$ cat config.mk
export PLATFORM = sky130hd
export DESIGN_NAME = systolic_drain
export DESIGN_NICKNAME = d
export VERILOG_FILES = /design/src/rtl/systolic_drain_pkg.sv /design/src/rtl/systolic_drain.sv
export SDC_FILE = /design/constraint.sdc
export NUM_CORES = 1
export LEC_CHECK = 0
export ABC_CLOCK_PERIOD_IN_PS = 2440
export CAP_MARGIN = 20
export CORE_MARGIN = 1.5
export CORE_UTILIZATION = 45
export CTS_CLUSTER_DIAMETER = 80
export DETAILED_ROUTE_END_ITERATION = 6
export GPL_ROUTABILITY_DRIVEN = 0
export GPL_TIMING_DRIVEN = 0
export PLACE_DENSITY = 0.84
export REMOVE_ABC_BUFFERS = 1
export SYNTH_ARGS = -nofsm -noshare
export SYNTH_HDL_FRONTEND = slang
export SYNTH_SLANG_ARGS = --single-unit
$ cat constraint.sdc
create_clock -name clk -period 2.44 [get_ports clk]
set_input_delay 0.366 -clock clk [delete_from_list [all_inputs] [get_ports clk]]
set_output_delay 0.366 -clock clk [all_outputs]
set_load 0.02 [all_outputs]
$ cat src/rtl/systolic_drain_pkg.sv
// Shared types and helpers for the systolic array result drain.
package systolic_drain_pkg;

  // Constants for the default configuration (D_W = 8, N = 2).
  localparam int DEF_D_W = 8;
  localparam int DEF_N   = 2;
  localparam int RES_W   = 2 * DEF_D_W;
  localparam int IDX_W   = ((DEF_N * DEF_N) > 1) ? $clog2(DEF_N * DEF_N) : 1;

  typedef enum logic [1:0] {
    IDLE    = 2'd0,
    WAIT    = 2'd1,
    CAPTURE = 2'd2,
    STREAM  = 2'd3
  } state_t;

  // Width of an index over n items, never narrower than one bit.
  function automatic int sel_width(input int n);
    return (n > 1) ? $clog2(n) : 1;
  endfunction

  // Cycles from the start edge to the edge that samples z_flat:
  // k_len operand pairs plus the 2*n-1 cycle skew through the array.
  function automatic int settle_cycles(input int k_len, input int n);
    return k_len + 2 * n - 1;
  endfunction

endpackage

$ cat src/rtl/systolic_drain.sv
// Result reader for the N x N systolic MAC array: waits for the array to
// settle, snapshots z_flat, pulses acc_clr and streams the N*N results
// row-major over a valid/ready interface.
module systolic_drain
  import systolic_drain_pkg::*;
#(
  parameter int D_W = 8,
  parameter int N   = 2,
  parameter int KW  = 8
) (
  input  logic                                clk,
  input  logic                                rst,
  input  logic                                start,
  input  logic [KW-1:0]                       k_len,
  input  logic [N*N*2*D_W-1:0]                z_flat,
  output logic                                acc_clr,
  output logic                                m_valid,
  input  logic                                m_ready,
  output logic [2*D_W-1:0]                    m_data,
  output logic [((N > 1) ? $clog2(N) : 1)-1:0] m_row,
  output logic [((N > 1) ? $clog2(N) : 1)-1:0] m_col,
  output logic                                m_last,
  output logic                                busy,
  output logic                                err_overrun
);

  localparam int RW  = 2 * D_W;
  localparam int NN  = N * N;
  localparam int IW  = sel_width(NN);
  localparam int RCW = sel_width(N);
  // Wide enough for the largest k_len plus the 2N-1 skew.
  localparam int CW  = KW + $clog2(2 * N) + 1;
  localparam logic [IW-1:0] LAST_IDX = IW'(NN - 1);

  state_t            state_q, state_d;
  logic [CW-1:0]     cnt_q, cnt_d;
  logic [IW-1:0]     idx_q, idx_d;
  logic              clr_q, clr_d;
  logic              ovr_q, ovr_d;
  logic [NN*RW-1:0]  snap_q, snap_d;

  logic [CW-1:0]     load_val;
  logic              xfer;

  assign load_val = CW'(settle_cycles(int'(k_len), N));
  assign xfer     = m_valid & m_ready;

  // State, counter, index and snapshot registers.
  always_ff @(posedge clk or posedge rst) begin
    if (rst) begin
      state_q <= IDLE;
      cnt_q   <= '0;
      idx_q   <= '0;
      clr_q   <= 1'b0;
      ovr_q   <= 1'b0;
      snap_q  <= '0;
    end else begin
      state_q <= state_d;
      cnt_q   <= cnt_d;
      idx_q   <= idx_d;
      clr_q   <= clr_d;
      ovr_q   <= ovr_d;
      snap_q  <= snap_d;
    end
  end

  // Next-state logic: settle countdown, one-cycle capture, handshake drain.
  always_comb begin
    state_d = state_q;
    cnt_d   = cnt_q;
    idx_d   = idx_q;
    clr_d   = 1'b0;
    snap_d  = snap_q;
    // A start that is not taken from IDLE is an overrun; it stays flagged.
    ovr_d   = ovr_q | (start & (state_q != IDLE));

    case (state_q)
      IDLE: begin
        if (start) begin
          cnt_d = load_val;
          // A one-cycle settle time means the very next edge must sample.
          state_d = (load_val == CW'(1)) ? CAPTURE : WAIT;
        end
      end
      WAIT: begin
        cnt_d = cnt_q - CW'(1);
        // Enter CAPTURE as the count reaches 1 so the capture edge lands
        // exactly settle_cycles edges after the start edge.
        if (cnt_q <= CW'(2)) begin
          state_d = CAPTURE;
        end
      end
      CAPTURE: begin
        snap_d  = z_flat;
        cnt_d   = '0;
        idx_d   = '0;
        clr_d   = 1'b1;
        state_d = STREAM;
      end
      STREAM: begin
        if (xfer) begin
          if (idx_q == LAST_IDX) begin
            idx_d   = '0;
            state_d = IDLE;
          end else begin
            idx_d = idx_q + IW'(1);
          end
        end
      end
      default: state_d = IDLE;
    endcase
  end

  assign m_valid     = (state_q == STREAM);
  assign acc_clr     = clr_q;
  assign busy        = (state_q != IDLE);
  assign err_overrun = ovr_q;
  // Outputs depend only on registered state, so they hold while stalled.
  assign m_data      = m_valid ? snap_q[int'(idx_q)*RW +: RW] : '0;
  assign m_row       = m_valid ? RCW'(int'(idx_q) / N) : '0;
  assign m_col       = m_valid ? RCW'(int'(idx_q) % N) : '0;
  assign m_last      = m_valid && (idx_q == LAST_IDX);

endmodule

# == After elaboration in Yosys (flattened, before gate mapping) ==
# Index checks and enable logic that the tools add are counted.
# totals
wordCells,47
output_inout_bits,23
register_bits,81
input_bits,76
# classes
n_shift,1
mux,15
bitwise_logic,3
reduce_logical,8
n_lt_le_gt_ge,1
addsub,4
n_eq_ne,9
# op_table
operator,count
$shiftx A64 B7 Y16,1
$pmux W11 S3,1
$mux W16,1
$mux W2,7
$eq A11 B1 Y1 const B,1
$le A11 B2 Y1 const B,1
$mux W11,1
$sub A11 B1 Y11 const B,1
$sub A9 B1 Y10 const B,1
$add A8 B3 Y9 const B,1
$pmux W2 S4,1
$eq A2 B2 Y1 const B,3
$ne A2 B1 Y1 const B,2
$ne A2 B2 Y1 const B,2
$pmux W2 S2,1
$reduce_and A2 Y1,2
$reduce_and A4 Y1,1
$reduce_bool A2 Y1,2
$mux W1,3
$reduce_bool A3 Y1,1
$add A2 B1 Y2 const B,1
$and A1 B1 Y1,2
$eq A2 B1 Y1 const B,1
$logic_not A2 Y1,1
2 further kinds,2

# == Logic depth before layout (Yosys ltp) ==
# depth
word_depth,6
ltp_mapped,8
depth_no_buf,7

# == Worst setup path after synthesis ==
# Ideal clock, no wire load.
# synth_path
path_kind,reg-to-output
from,register idx_q[0]
to,output m_data[10]
setup_slack_ns,0.440
path_buffers,2
stages_incl_launch_ff,5
required_time_ns,2.074
arrival_time_ns,1.634
cell_sequence,dfrtp_1 buf_2 buf_2 mux4_2 and2_1
# synth_between
elab_chain_cells,2
# synth_lines
item,line,rtl
start: declaration,systolic_drain.sv:37,"logic [IW-1:0] idx_q, idx_d;"
start signal: assignment,systolic_drain.sv:60,idx_q <= idx_d;
$shiftx A64 B7 Y16,systolic_drain.sv:119,assign m_data = m_valid ? snap_q[int'(idx_q)*RW +: RW] : '0;
$mux W16,systolic_drain.sv:119,
end: declaration,systolic_drain.sv:19,"output logic [2*D_W-1:0] m_data,"
# No other way between the ends.

# == Final worst setup path ==
# layout_path
from,register idx_q[0]
to,output m_data[12]
# The elaborated chain is that of the path after synthesis.

==> results.yml <==
status:
  status: "complete, but fails checks"
  violations: "design-rule violations"
synthesis:
  syn_inst: 320
  yosysWarningCount: 0
  syn_avg_cell_area_um2: 12.9
  syn_area_um2: 4110
  synth_edf_count: 0
  ys_async_sr_fraction: 1.00
  yosysTopAreaCell: "dfrtp_1"
  netlist.area_leader.share: 0.493
  yosysUniqueCellTypes: 42
  ys_ff_latch: 81
  synth_area_leaders: "dfrtp_1 (49%), mux2_2 (18%), mux4_2 (8.8%), ha_1 (3.3%), and2_1 (3.0%)"
  yosysSeqAreaShare: 0.493
  synth_ff_type: "dfrtp_1"
layout:
  area_growth_pct: 32.6
  final_common_cell: "clkdlybuf4s50_1"
  stdcell_area_um2: 5460
  fin_nets: 504
  seq_area_um2: 2030
  n_antenna_cell: 0
  drive_gt1_frac: 0.270
  multi_input_area_um2: 2000
  most-common-layout-cells: "clkdlybuf4s50_1 (81), dfrtp_1 (79), mux2_2 (66)"
  postLayoutCoreUtil: 0.620
  fill_cells: 711
timing:
  final.min_clock_period_ns: 2.35
  hold_viol: 0
  slew_headroom: 0.386
  worstMarginPinSlew_ns: 0.920
  finClkSkew_ns: 0.00920
  fmax_mhz: 425
  rsz0062_at_grt: "no"
  slew_viol_final: 0
  finalSetupViolCount: 0
  finalCritPeriodShare: 0.965
drt:
  post_drt_wl_per_cell_um: 17.4
  route.vias.total: 2893
  firstDrtPassIters: 7
  drtAntennaViolNets: 0
  drtIter0Drc: 105
  viasPerCell: 5.46
  wl_um: 9200
  drc: 3
grt:
  antenna_found_initial: 0
  first_global_vias: 3182
  grt_usage: 0.200
  gr-total-overflow: 0
  grt_pass1_wl_um: 15300
  grt_max_degree: 69
clocking:
  cts_tree: "yes"
  clk_latency_ns: 0.34
  numCtsBuffers: 9
  cts.clk_slew.worst_paths_ns: 0.09
  htree_levels: 3
  cts.path.max_buffers: 2
  cts_root_buffer: "clkbuf_8"
  cts.sinks: 81
  hold_buffers: 0
critical_path:
  worstSetupEndpointType: "output port"
  crit_slowest_cell: "mux4_2"
  cp_slowest_stage_delay_ns: 0.49
  r2r_slack_ns: 0.41
  crit_type: "register to output port"
  cp-start-kind: "register"
  required_ns: 2.07
  critPathMaxFanout: 11
  path_cells: "buf_16, mux4_2, and2_1, dlygate4sd2_1"
  r2r_end: "cnt_q[7]"
  reg2reg_from: "state_q[1]"
  reg2regPathDepth: 6
  arrival_ns: 1.99
die:
  die_x_um: 98.6
  die_h_um: 98.6
  core_area_um2: 8810
  initial_core_util: 0.467
  dieArea_um2: 9720
  ios: 99
  std_cell_rows: 34
power:
  vdd_ir_drop_max_mv: 0.586
  powerDensity_nw_per_um2: 1200
  leakagePower_nw: 2.24
place:
  dp_hpwl_um: 6350
  port_buffers: 98
  dpl_cell_area_um2: 5220
hold_path:
  hp-class: "input port to asynchronous set/reset pin"
job:
  cap_viol_max_count: 0
## layer usage
metal / wire (um) / vias up / part of all wire / track usage
met5: 0 / - / 0 / 0
met4: 106 / 0 / 0.012 / 0.0648
met3: 578 / 10 / 0.063 / 0.0504
met2: 4410 / 90 / 0.48 / 0.325
met1: 4110 / 1439 / 0.45 / 0.265
li1: - / 1354 / - / -
## cells by family after synthesis
logic type,after synthesis,share of synthesized area
XOR/XNOR,8,0.0170
multiplexers,82,0.268
buffers and inverters,30,0.0283
flip-flops,81,0.493
adder cells (fa/ha/maj),11,0.0335
AND/OR/NAND/NOR,61,0.0867
AO/OA/AOI/OAI,47,0.0736
## worst max-delay path, delay by kind of cell (launching register included)
family | cells | cell delay [ns]
buf+inv | 2 | 0.50
flops | 1 | 0.46
mux | 1 | 0.49
simple gates | 1 | 0.18
## metrics by stage
stage / hold WS (ns) / instances / setup WS (ns) / TNS (ns) / total power, mW
2_1_floorplan: 0.451 / 302 / -0.253 / -17.12 / 4.64
3_3_place_gp: 0.441 / 508 / -1.27 / -176.77 / 5.48
3_5_place_dp: 0.451 / 510 / -0.188 / -2.98 / 5.63
4_1_cts: 0.413 / 529 / 0.0324 / 0 / 6.61
5_1_grt: 0.445 / 530 / 0.00833 / 0 / 7.04
6_report: 0.406 / 530 / 0.0864 / 0 / 6.57
## area by class of cell
type | count | share of cell area
repair buffers | 104 | 0.191
well taps | 108 | 0.0248
inverters | 12 | 0.00871
clock inverters | 7 | 0.0144
multi-input cells | 209 | 0.366
clock buffers | 9 | 0.0227
flip-flops and latches | 81 | 0.373
## synthesized netlist by cell type, types with 2 or more instances
master	instances
a21oi_1	6
a22o_1	2
a31oi_1	4
and2_1	20
buf_1	7
buf_2	3
clkbuf_1	8
dfrtp_1	81
ha_1	11
inv_1	12
mux2_2	66
mux4_2	16
nand2_1	13
nand4_1	2
nor2_1	9
nor3_1	4
nor4_4	2
o21ai_0	16
o21ai_1	2
o22a_1	2
o22ai_1	6
or3_1	2
xnor2_1	5
xor2_1	3
## power breakdown
group	total, mW	internal (mW)	switching, mW
logic	3.13	1.76	1.37
registers	2.45	2.01	0.443
clock network	0.989	0.479	0.509
total	6.57	4.24	2.32
## registers in the layout, summed over array words and instances (netlist names)
signal and flops:
snap_q 64, cnt_q 11, idx_q 2, state_q 2
acc_clr 1, err_overrun 1
## worst max path at each step
stage	startpoint	endpoint
2_1_floorplan	state_q[0]	snap_q[0]
6_report	idx_q[0]	m_data[12]
3_5_place_dp	idx_q[0]	m_data[9]
4_1_cts	state_q[1]	m_col
5_1_grt	idx_q[0]	m_data[5]
3_3_place_gp	rst	snap_q[56]
## what timing repair did
action | 4_1_cts | 5_1_grt
pin swaps | 0 | 1
resized for setup | 23 | 0
buffers inserted | 3 | 1
setup endpoints to repair | 20 | 2
No activity file was read; power rests on OpenSTA's default activity.
